<file path="src/rtl/sdram_wr_pkg.sv">
// Shared state encoding and default sizing for the SDRAM write feeder.
package sdram_wr_pkg;

  localparam int unsigned DEF_DATA_W      = 16;
  localparam int unsigned DEF_ADDR_W      = 20;
  localparam int unsigned DEF_BURST_LEN   = 8;
  localparam int unsigned DEF_FIFO_DEPTH  = 16;
  localparam int unsigned DEF_FRAME_WORDS = 1024;

  typedef enum logic [0:0] {
    ST_IDLE = 1'b0,
    ST_REQ  = 1'b1
  } wr_state_e;

  // Occupancy counter width: enough to hold 0..depth inclusive.
  function automatic int unsigned lvl_width(input int unsigned depth);
    return $clog2(depth) + 1;
  endfunction

endpackage

</file>
<file path="src/rtl/sdram_wr_fifo.sv">
// Synchronous show-ahead FIFO with occupancy output; the head word is
// visible on head_o without a read strobe.
module sdram_wr_fifo
  import sdram_wr_pkg::*;
#(
  parameter  int unsigned DATA_W = DEF_DATA_W,
  parameter  int unsigned DEPTH  = DEF_FIFO_DEPTH,
  localparam int unsigned PTR_W  = $clog2(DEPTH),
  localparam int unsigned LVL_W  = lvl_width(DEPTH)
) (
  input  logic              clk_i,
  input  logic              rst_i,
  input  logic              push_i,
  input  logic [DATA_W-1:0] data_i,
  input  logic              pop_i,
  output logic [DATA_W-1:0] head_o,
  output logic [LVL_W-1:0]  level_o,
  output logic              full_o
);

  logic [DATA_W-1:0] mem_q [DEPTH];
  logic [PTR_W-1:0]  wr_ptr_q, wr_ptr_d;
  logic [PTR_W-1:0]  rd_ptr_q, rd_ptr_d;
  logic [LVL_W-1:0]  level_q, level_d;
  logic              empty;
  logic              do_push;
  logic              do_pop;

  assign full_o  = (level_q == LVL_W'(DEPTH));
  assign empty   = (level_q == '0);
  assign do_push = push_i && !full_o;
  assign do_pop  = pop_i && !empty;

  // Pointer and occupancy update; pointers wrap naturally (DEPTH is 2^n).
  always_comb begin
    wr_ptr_d = wr_ptr_q;
    rd_ptr_d = rd_ptr_q;
    level_d  = level_q;
    if (do_push) begin
      wr_ptr_d = wr_ptr_q + PTR_W'(1);
    end
    if (do_pop) begin
      rd_ptr_d = rd_ptr_q + PTR_W'(1);
    end
    case ({do_push, do_pop})
      2'b10:   level_d = level_q + LVL_W'(1);
      2'b01:   level_d = level_q - LVL_W'(1);
      default: level_d = level_q;
    endcase
  end

  always_ff @(posedge clk_i or posedge rst_i) begin
    if (rst_i) begin
      wr_ptr_q <= '0;
      rd_ptr_q <= '0;
      level_q  <= '0;
    end else begin
      wr_ptr_q <= wr_ptr_d;
      rd_ptr_q <= rd_ptr_d;
      level_q  <= level_d;
    end
  end

  // Storage is cleared on reset so the exposed head word reads zero.
  always_ff @(posedge clk_i or posedge rst_i) begin
    if (rst_i) begin
      for (int i = 0; i < int'(DEPTH); i++) begin
        mem_q[i] <= '0;
      end
    end else if (do_push) begin
      mem_q[wr_ptr_q] <= data_i;
    end
  end

  assign head_o  = mem_q[rd_ptr_q];
  assign level_o = level_q;

endmodule

</file>
<file path="src/rtl/sdram_wr_feeder.sv">
// Stages pixel words and issues fixed-length SDRAM write bursts over a
// wrapping frame address. Define SDRAM_WR_FEEDER_OVF_EN to add the sticky ovf output.
module sdram_wr_feeder
  import sdram_wr_pkg::*;
#(
  parameter  int unsigned DATA_W      = DEF_DATA_W,
  parameter  int unsigned ADDR_W      = DEF_ADDR_W,
  parameter  int unsigned BURST_LEN   = DEF_BURST_LEN,
  parameter  int unsigned FIFO_DEPTH  = DEF_FIFO_DEPTH,
  parameter  int unsigned FRAME_WORDS = DEF_FRAME_WORDS,
  localparam int unsigned LVL_W       = lvl_width(FIFO_DEPTH)
) (
  input  logic              S_CLK,
  input  logic              RST,
  input  logic              pix_valid,
  input  logic [DATA_W-1:0] pix_data,
  output logic              pix_ready,
  output logic              write_req,
  output logic [ADDR_W-1:0] sdram_addr,
  input  logic              fifo_rd_req,
  output logic [DATA_W-1:0] sdram_data,
  input  logic              write_ack,
  output logic              frame_done,
`ifdef SDRAM_WR_FEEDER_OVF_EN
  output logic              ovf,
`endif
  output logic [LVL_W-1:0]  fifo_level
);

  localparam int unsigned AW1 = ADDR_W + 1;

  wr_state_e         state_q, state_d;
  logic [ADDR_W-1:0] addr_q, addr_d;
  logic              frame_done_q, frame_done_d;
  logic [AW1-1:0]    addr_next;
  logic [LVL_W-1:0]  level;
  logic              fifo_full;

  sdram_wr_fifo #(
    .DATA_W (DATA_W),
    .DEPTH  (FIFO_DEPTH)
  ) u_fifo (
    .clk_i   (S_CLK),
    .rst_i   (RST),
    .push_i  (pix_valid),
    .data_i  (pix_data),
    .pop_i   (fifo_rd_req),
    .head_o  (sdram_data),
    .level_o (level),
    .full_o  (fifo_full)
  );

  // One extra bit so the frame-wrap compare cannot alias on overflow.
  assign addr_next = {1'b0, addr_q} + AW1'(BURST_LEN);

  always_comb begin
    state_d      = state_q;
    addr_d       = addr_q;
    frame_done_d = 1'b0;
    case (state_q)
      ST_IDLE: begin
        if (level >= LVL_W'(BURST_LEN)) begin
          state_d = ST_REQ;
        end
      end
      ST_REQ: begin
        if (write_ack) begin
          state_d = ST_IDLE;
          if (addr_next == AW1'(FRAME_WORDS)) begin
            addr_d       = '0;
            frame_done_d = 1'b1;
          end else begin
            addr_d = addr_next[ADDR_W-1:0];
          end
        end
      end
      default: state_d = ST_IDLE;
    endcase
  end

  always_ff @(posedge S_CLK or posedge RST) begin
    if (RST) begin
      state_q      <= ST_IDLE;
      addr_q       <= '0;
      frame_done_q <= 1'b0;
    end else begin
      state_q      <= state_d;
      addr_q       <= addr_d;
      frame_done_q <= frame_done_d;
    end
  end

`ifdef SDRAM_WR_FEEDER_OVF_EN
  logic ovf_q;

  // Sticky: any word offered while full is recorded until reset.
  always_ff @(posedge S_CLK or posedge RST) begin
    if (RST) begin
      ovf_q <= 1'b0;
    end else if (pix_valid && fifo_full) begin
      ovf_q <= 1'b1;
    end
  end

  assign ovf = ovf_q;
`endif

  assign pix_ready  = !fifo_full;
  assign write_req  = (state_q == ST_REQ);
  assign sdram_addr = addr_q;
  assign frame_done = frame_done_q;
  assign fifo_level = level;

endmodule

</file>
<file path="config.mk">
export PLATFORM = sky130hd
export DESIGN_NAME = sdram_wr_feeder
export DESIGN_NICKNAME = d
export VERILOG_FILES = /design/src/rtl/sdram_wr_pkg.sv /design/src/rtl/sdram_wr_fifo.sv /design/src/rtl/sdram_wr_feeder.sv
export SDC_FILE = /design/constraint.sdc
export NUM_CORES = 1
export LEC_CHECK = 0
export ABC_AREA = 1
export CORE_MARGIN = 4
export CORE_UTILIZATION = 60
export CTS_CLUSTER_SIZE = 10
export DETAILED_ROUTE_END_ITERATION = 10
export PLACE_DENSITY = 0.79
export SLEW_MARGIN = 5
export SYNTH_ARGS = -nofsm -noshare
export SYNTH_HDL_FRONTEND = slang
export SYNTH_HIERARCHICAL = 1
export SYNTH_SLANG_ARGS = --single-unit
</file>
<file path="constraint.sdc">
create_clock -name S_CLK -period 16.6 [get_ports S_CLK]
set_input_delay 3.32 -clock S_CLK [delete_from_list [all_inputs] [get_ports S_CLK]]
set_output_delay 3.32 -clock S_CLK [all_outputs]
set_load 0.1 [all_outputs]
</file>
# Word-level counts from Yosys, hierarchy flattened
# Cells that the tools add are included.
[word_totals]
regBits = 291
in_bits = 21
output_inout_bits = 44
[classes]
add_sub_neg = 5
n_lt_le_gt_ge = 4
eq_ne = 4
n_mux = 14
bitwise_logic = 3
n_reduce_logical = 8
[op_table]
columns = ["op", "n"]
rows = [
  ["bitwise mux 256 bit", 1],
  ["binary-select mux 16 bit (select 4 bit)", 1],
  ["demux 16 bit (select 4 bit)", 1],
  ["2-to-1 mux 16 bit", 3],
  ["adder 20 x 4 -> 21 bit, second input constant", 1],
  ["equality test 21 x 11 -> 1 bit, second input constant", 1],
  ["2-to-1 mux 20 bit", 1],
  [">= comparator 5 bit, second input constant", 2],
  ["inverter 4 -> 5 bit", 2],
  ["one-hot mux 5 bit (2 select lines)", 1],
  ["adder 4 x 1 -> 4 bit, second input constant", 2],
  ["adder 5 x 1 -> 5 bit, second input constant", 1],
  ["equality test 5 bit, second input constant", 1],
  [">= comparator 5 x 4 -> 1 bit, second input constant", 1],
  ["logical NOT 5 bit", 1],
  ["< comparator 5 x 1 -> 1 bit, second input constant", 1],
  ["2-to-1 mux 1 bit", 5],
  ["subtractor 5 x 1 -> 5 bit, second input constant", 1],
  ["logical AND 1 bit", 3],
  ["equality test 2 x 1 -> 1 bit, second input constant", 1],
  ["equality test 2 bit, second input constant", 1],
  ["logical NOT 1 bit", 2],
  ["one-hot mux 1 bit (2 select lines)", 1],
  ["AND reduction 2 bit", 1],
  ["2 further kinds", 2],
]

# Depth between registers and ports, before layout
[depth]
ltp_word = 6
depth_mapped = 16
mapped_depth_nobuf = 16

# Hierarchy
# The synthesis kept the hierarchy.
[by_module_without_submodules]
columns = ["mod", "instances", "cells_per_inst", "area_per_inst_um2", "seq_area_each_um2"]
rows = [
  ["sdram_wr_fifo", 1, 1536, 12884.9, 6731.5],
  ["sdram_wr_feeder", 1, 199, 1277.5, 475.5],
]

# Least setup slack after synthesis
# Ideal clock, no wire load.
[synth_timing]
kind = "reg2out"
start = "reg u_fifo.level_q[2] (netlist: u_fifo/level_o[2])"
end = "out pix_ready"
t_arrival_ns = 1.959
t_required_ns = 13.280
slack_ns = 11.321
stages_incl_launch_ff = 5
path_cell_list = "dfrtp_1 -> inv_1 -> nand4_2 -> inv_1 -> inv_1"
[synth_via]
elab_chain_len = 2
[synth_lines]
columns = ["element", "line", "rtl"]
rows = [
  ["from (decl)", "sdram_wr_fifo.sv:24", "logic [LVL_W-1:0] level_q, level_d;"],
  ["from (signal assigned)", "sdram_wr_fifo.sv:60", "level_q <= level_d;"],
  ["equality test 5 bit", "sdram_wr_fifo.sv:29", "assign full_o = (level_q == LVL_W'(DEPTH));"],
  ["via fifo_full", "sdram_wr_feeder.sv:37", "logic fifo_full;"],
  ["logical NOT 1 bit", "sdram_wr_feeder.sv:108", "assign pix_ready = !fifo_full;"],
  ["to (decl)", "sdram_wr_feeder.sv:17", "output logic pix_ready,"],
]
# The timed path passes the listed nets, and every way through them passes these cells.

# Worst setup path in the final report
[layout_timing]
start = "reg u_fifo.rd_ptr_q[1]"
end = "out sdram_data[5]"
[layout_via]
elab_chain_len = 4
[layout_lines]
columns = ["element", "line", "rtl"]
rows = [
  ["from (decl)", "sdram_wr_fifo.sv:23", "logic [PTR_W-1:0] rd_ptr_q, rd_ptr_d;"],
  ["from (signal assigned)", "sdram_wr_fifo.sv:59", "rd_ptr_q <= rd_ptr_d;"],
  ["inverter 4 -> 5 bit (implied by the code)", "sdram_wr_fifo.sv:75", "assign head_o = mem_q[rd_ptr_q];"],
  ["binary-select mux 16 bit (select 4 bit)", "sdram_wr_fifo.sv:75", ""],
  ["2-to-1 mux 16 bit (implied by the code) (2 in series)", "sdram_wr_fifo.sv:75", ""],
  ["to (decl)", "sdram_wr_feeder.sv:21", "output logic [DATA_W-1:0] sdram_data,"],
]
# No other way between the ends. The select of a mux whose other input is x is not followed.

==> results.md <==
* Status: finished, final reports clean
* Port Buffer Count at 61
* Worst slew pin tran at 1.06 ns
* Diode count at 0
* DRT Pass-1 Iters at 6
* DP HPWL at 21500 um
* Unique masters post-synth at 33
* Post-Syn Area at 14200 um^2
* Core area at about 23000 um^2
* Combinational fraction of design power at a little under half
* Final setup violation count at 0
* Tot GR Track Use at 28.6%
* Die area at roughly 26000 um^2
* Final WL at around 37000 um
* Met3 Use GR at between 4 and 5%
* Global-route wire length before repair at between 60000 and 70000 um
* Syn Area/Cell at between 8 and 9 um^2
* Yosys reg bits at ~290
* Reg area at between 7000 and 8000 um^2
* Clock network power share at ~18%
* GPL Wtd Cong at 0.899
* Worst EP arrival at roughly 4.6 ns
* Startpoint Class: register
* Pwr/cell area at about 240 nW/um^2
* Post-synth top area share at between 50% and 60%
* Reg2reg setup slack at 14.06 ns
* Warnings from Yosys at 6
* Maximum vdd drop at ~0.18 mV
* Post-placement cell area at roughly 15000 um^2
* WL per Instance at 18.1 um
* CTS tree: done
* Layout cell share with drive strength beyond 1 at under 10%
* Worst slew margin at a little under 30%
* Sequential Power Share at between 30 and 40%
* RSZ-0062 raised after global routing: no
* Worst-path clk slew at approximately 0.06 ns
* Initial Util at about three fifths
* Setup repair bufs after CTS at 0
* Max capacitance violation total at 0
* Clock skew at about 0.023 ns
* DR vias/cell at slightly below 6
* Crit path max fanout at 72
* PostCTS Resize Cnt at 0
* Vias at 11900
* Finished Cell Area at roughly 15000 um^2
* Met2 Usage GRT at between 40% and 50%
* Clock root cell: clkbuf_16
* Max clock buf depth at 3
* # DRC at 0
* First-iteration detailed-routing DRC count at roughly 1300
* Die Y at ~160 um
* Final Hold Viols at 0
* Die Width at ~160 um
* Worst-skew pair later-pin latency at a little over 0.5 ns
* Synth area leaders: dfrtp_1 51%, nand2_1 11%, o21ai_0 8.1%, nor2_1 5.5%, nand3_1 4.2%
* Num CTS Buffers at 35
* Final nets at 1756
* Hold crit path type: register to register
* Sw Pwr at 1.80 mW
* Area Overhead vs Synth at 9.30%
* DRT antenna net count at 0
* Hold Buf Count CTS at 0
* Sw Share at between 40 and 50%
* Final worst path period share at between 40% and 50%
* Maximum clock frequency at 0.126 GHz
* Worst EP required at between 10 and 15 ns
* Initial antenna violation count at 0
* Met1 GRT Util at between 30% and 40%
* Final setup TNS at 0 ns
* Worst Setup End Kind: primary output
* Cell count after synthesis at roughly 1700
* Vias in the first global route at 11300
* Io pins at 65
* Final worst path period need at 7.95 ns
* Largest net degree at the start of global routing at approximately 130
* Cell taking the most area after synthesis: dfrtp_1
* Rows at 55
* Final max-slew violation count at 0
* Sequential area share after synthesis at approximately 50%
* H-tree lvl count at 2
* Cell leakage power at approximately 7.3 nW
* Busiest metal layer after global routing: met2
* # fillers at 1902
* Cell Int Power at around 2 mW
* TritonCTS sink count at about 290
* Grt ovf at 0
* Multi-input logic area at approximately 5800 um^2
* Setup CP Type: register to primary output
## cells in the final DEF, fill, tap and decap left out, types with 3 or more instances in the layout
cell type        netlist  final
o21ai_1               81     81
nor2_1               208    208
nand2_1              427    427
o21ai_0              230    230
conb_1                 1      3
nor2_2                 6      6
a21oi_1                5      5
o21ai_2               48     48
clkbuf_1              50      4
nand3_1              118    118
o21bai_1               4      4
ha_1                  10     10
inv_1                106    104
xor2_1                 8      8
clkbuf_16              0     35
clkdlybuf4s50_1        0     61
buf_4                  7     13
nand4_1                6      6
nand2_4                9      9
dfrtp_1              288    287
o211ai_1              45     45
clkbuf_8               6      3
## cell families after synthesis
| kind of cell | after synthesis | synth area share [%] |
|---|---|---|
| other | 1 | 0.0265 |
| adders and majority gates | 10 | 0.883 |
| buffers and inverters | 232 | 8.21 |
| AOI/OAI and AO/OA | 413 | 16.7 |
| xor gates and xnor gates | 9 | 0.557 |
| DFF | 288 | 50.9 |
| and+or+nand+nor | 782 | 22.7 |
## flip-flops by register name (all words and copies together), names as in the netlist
name and cells:
u_fifo/rd_ptr_q 4, sdram_addr 17, u_fifo/wr_ptr_q 4, u_fifo/level_o 5
frame_done 1, u_fifo/mem_q 256, write_req 1
## routing by layer
layer | part of all wire [%] | up-vias | wire [um]
met4 | 3.9 | 0 | 1430
met1 | 41 | 5690 | 15200
met3 | 8.0 | 99 | 2950
met2 | 47 | 492 | 17400
met5 | 0 | - | 0
li1 | - | 5609 | -
## synthesized netlist by cell type
cell and n:
clkinv_1 1, buf_12 2, xor2_1 8, nand3b_1 1, nand2_1 427, inv_6 1, nor2_4 2, inv_2 1
a21oi_1 5, nand3_1 118, xnor2_1 1, nor2_1 208, inv_1 106, nand4_1 6, nor2_2 6, buf_2 32
o21bai_1 4, o211ai_1 45, nand4_2 1, clkbuf_8 6, buf_1 9, buf_6 17, ha_1 10, o21ai_0 230
nand2_4 9, dfrtp_1 288, conb_1 1, o21ai_2 48, buf_4 7, o21ai_1 81, clkbuf_1 50, nand2_2 2
nor3_1 2
## power by group through the flow
| stage | Clock, mW | Combinational (mW) | Sequential [mW] |
|---|---|---|---|
| 4_1_cts | 0.670 | 1.79 | 1.29 |
| 2_1_floorplan | 0 | 1.31 | 1.32 |
| 3_5_place_dp | 0 | 1.77 | 1.29 |
| 5_1_grt | 0.702 | 1.95 | 1.33 |
| 3_3_place_gp | 0 | 1.73 | 1.28 |
| 6_report | 0.662 | 1.79 | 1.29 |
## worst max-delay path, stage by stage, from the launching register on
cell and delay (ns):
dfrtp_1 0.90, clkinv_2 0.75, buf_4 0.59, nor2_1 0.20, o21ai_0 0.11, nand3_1 0.12
nand3_1 0.13, nand2_1 0.12, clkdlybuf4s50_1 1.16
## through the flow
stage	worst slack (ns)	instances	power [mW]	utilization (%)	hold WS [ns]
floorplan	5.87	1737	2.64	-	0.448
global placement	9.21	2001	3.01	63.4	0.458
detailed placement	9.21	2001	3.06	63.4	0.462
CTS	8.68	2045	3.74	67.6	0.475
global route	8.47	2045	3.99	67.6	0.493
finish	8.65	2045	3.74	67.6	0.475
## final timing paths
check / from / endpoint / cells after the start
max: u_fifo/rd_ptr_q[1] / sdram_data[5] / 8
min: u_fifo/mem_q[123] / u_fifo/mem_q[123] / 2
max reg2reg: u_fifo/rd_ptr_q[0] / u_fifo/rd_ptr_q[0] / 3
min reg2reg: u_fifo/mem_q[123] / u_fifo/mem_q[123] / 2
max in group asynchronous: RST / u_fifo/mem_q[197] / 3
min in group asynchronous: RST / u_fifo/wr_ptr_q[1] / 2
## cell type report
cell class,count,area share (%)
sequential,288,46.6
multi-input combinational,1217,37.5
clock buffer,42,6.02
timing repair buffer,74,4.57
inverter,109,2.73
tap,313,2.53
clock inverter,2,0.0889
Power figures use the tool's default switching activity.
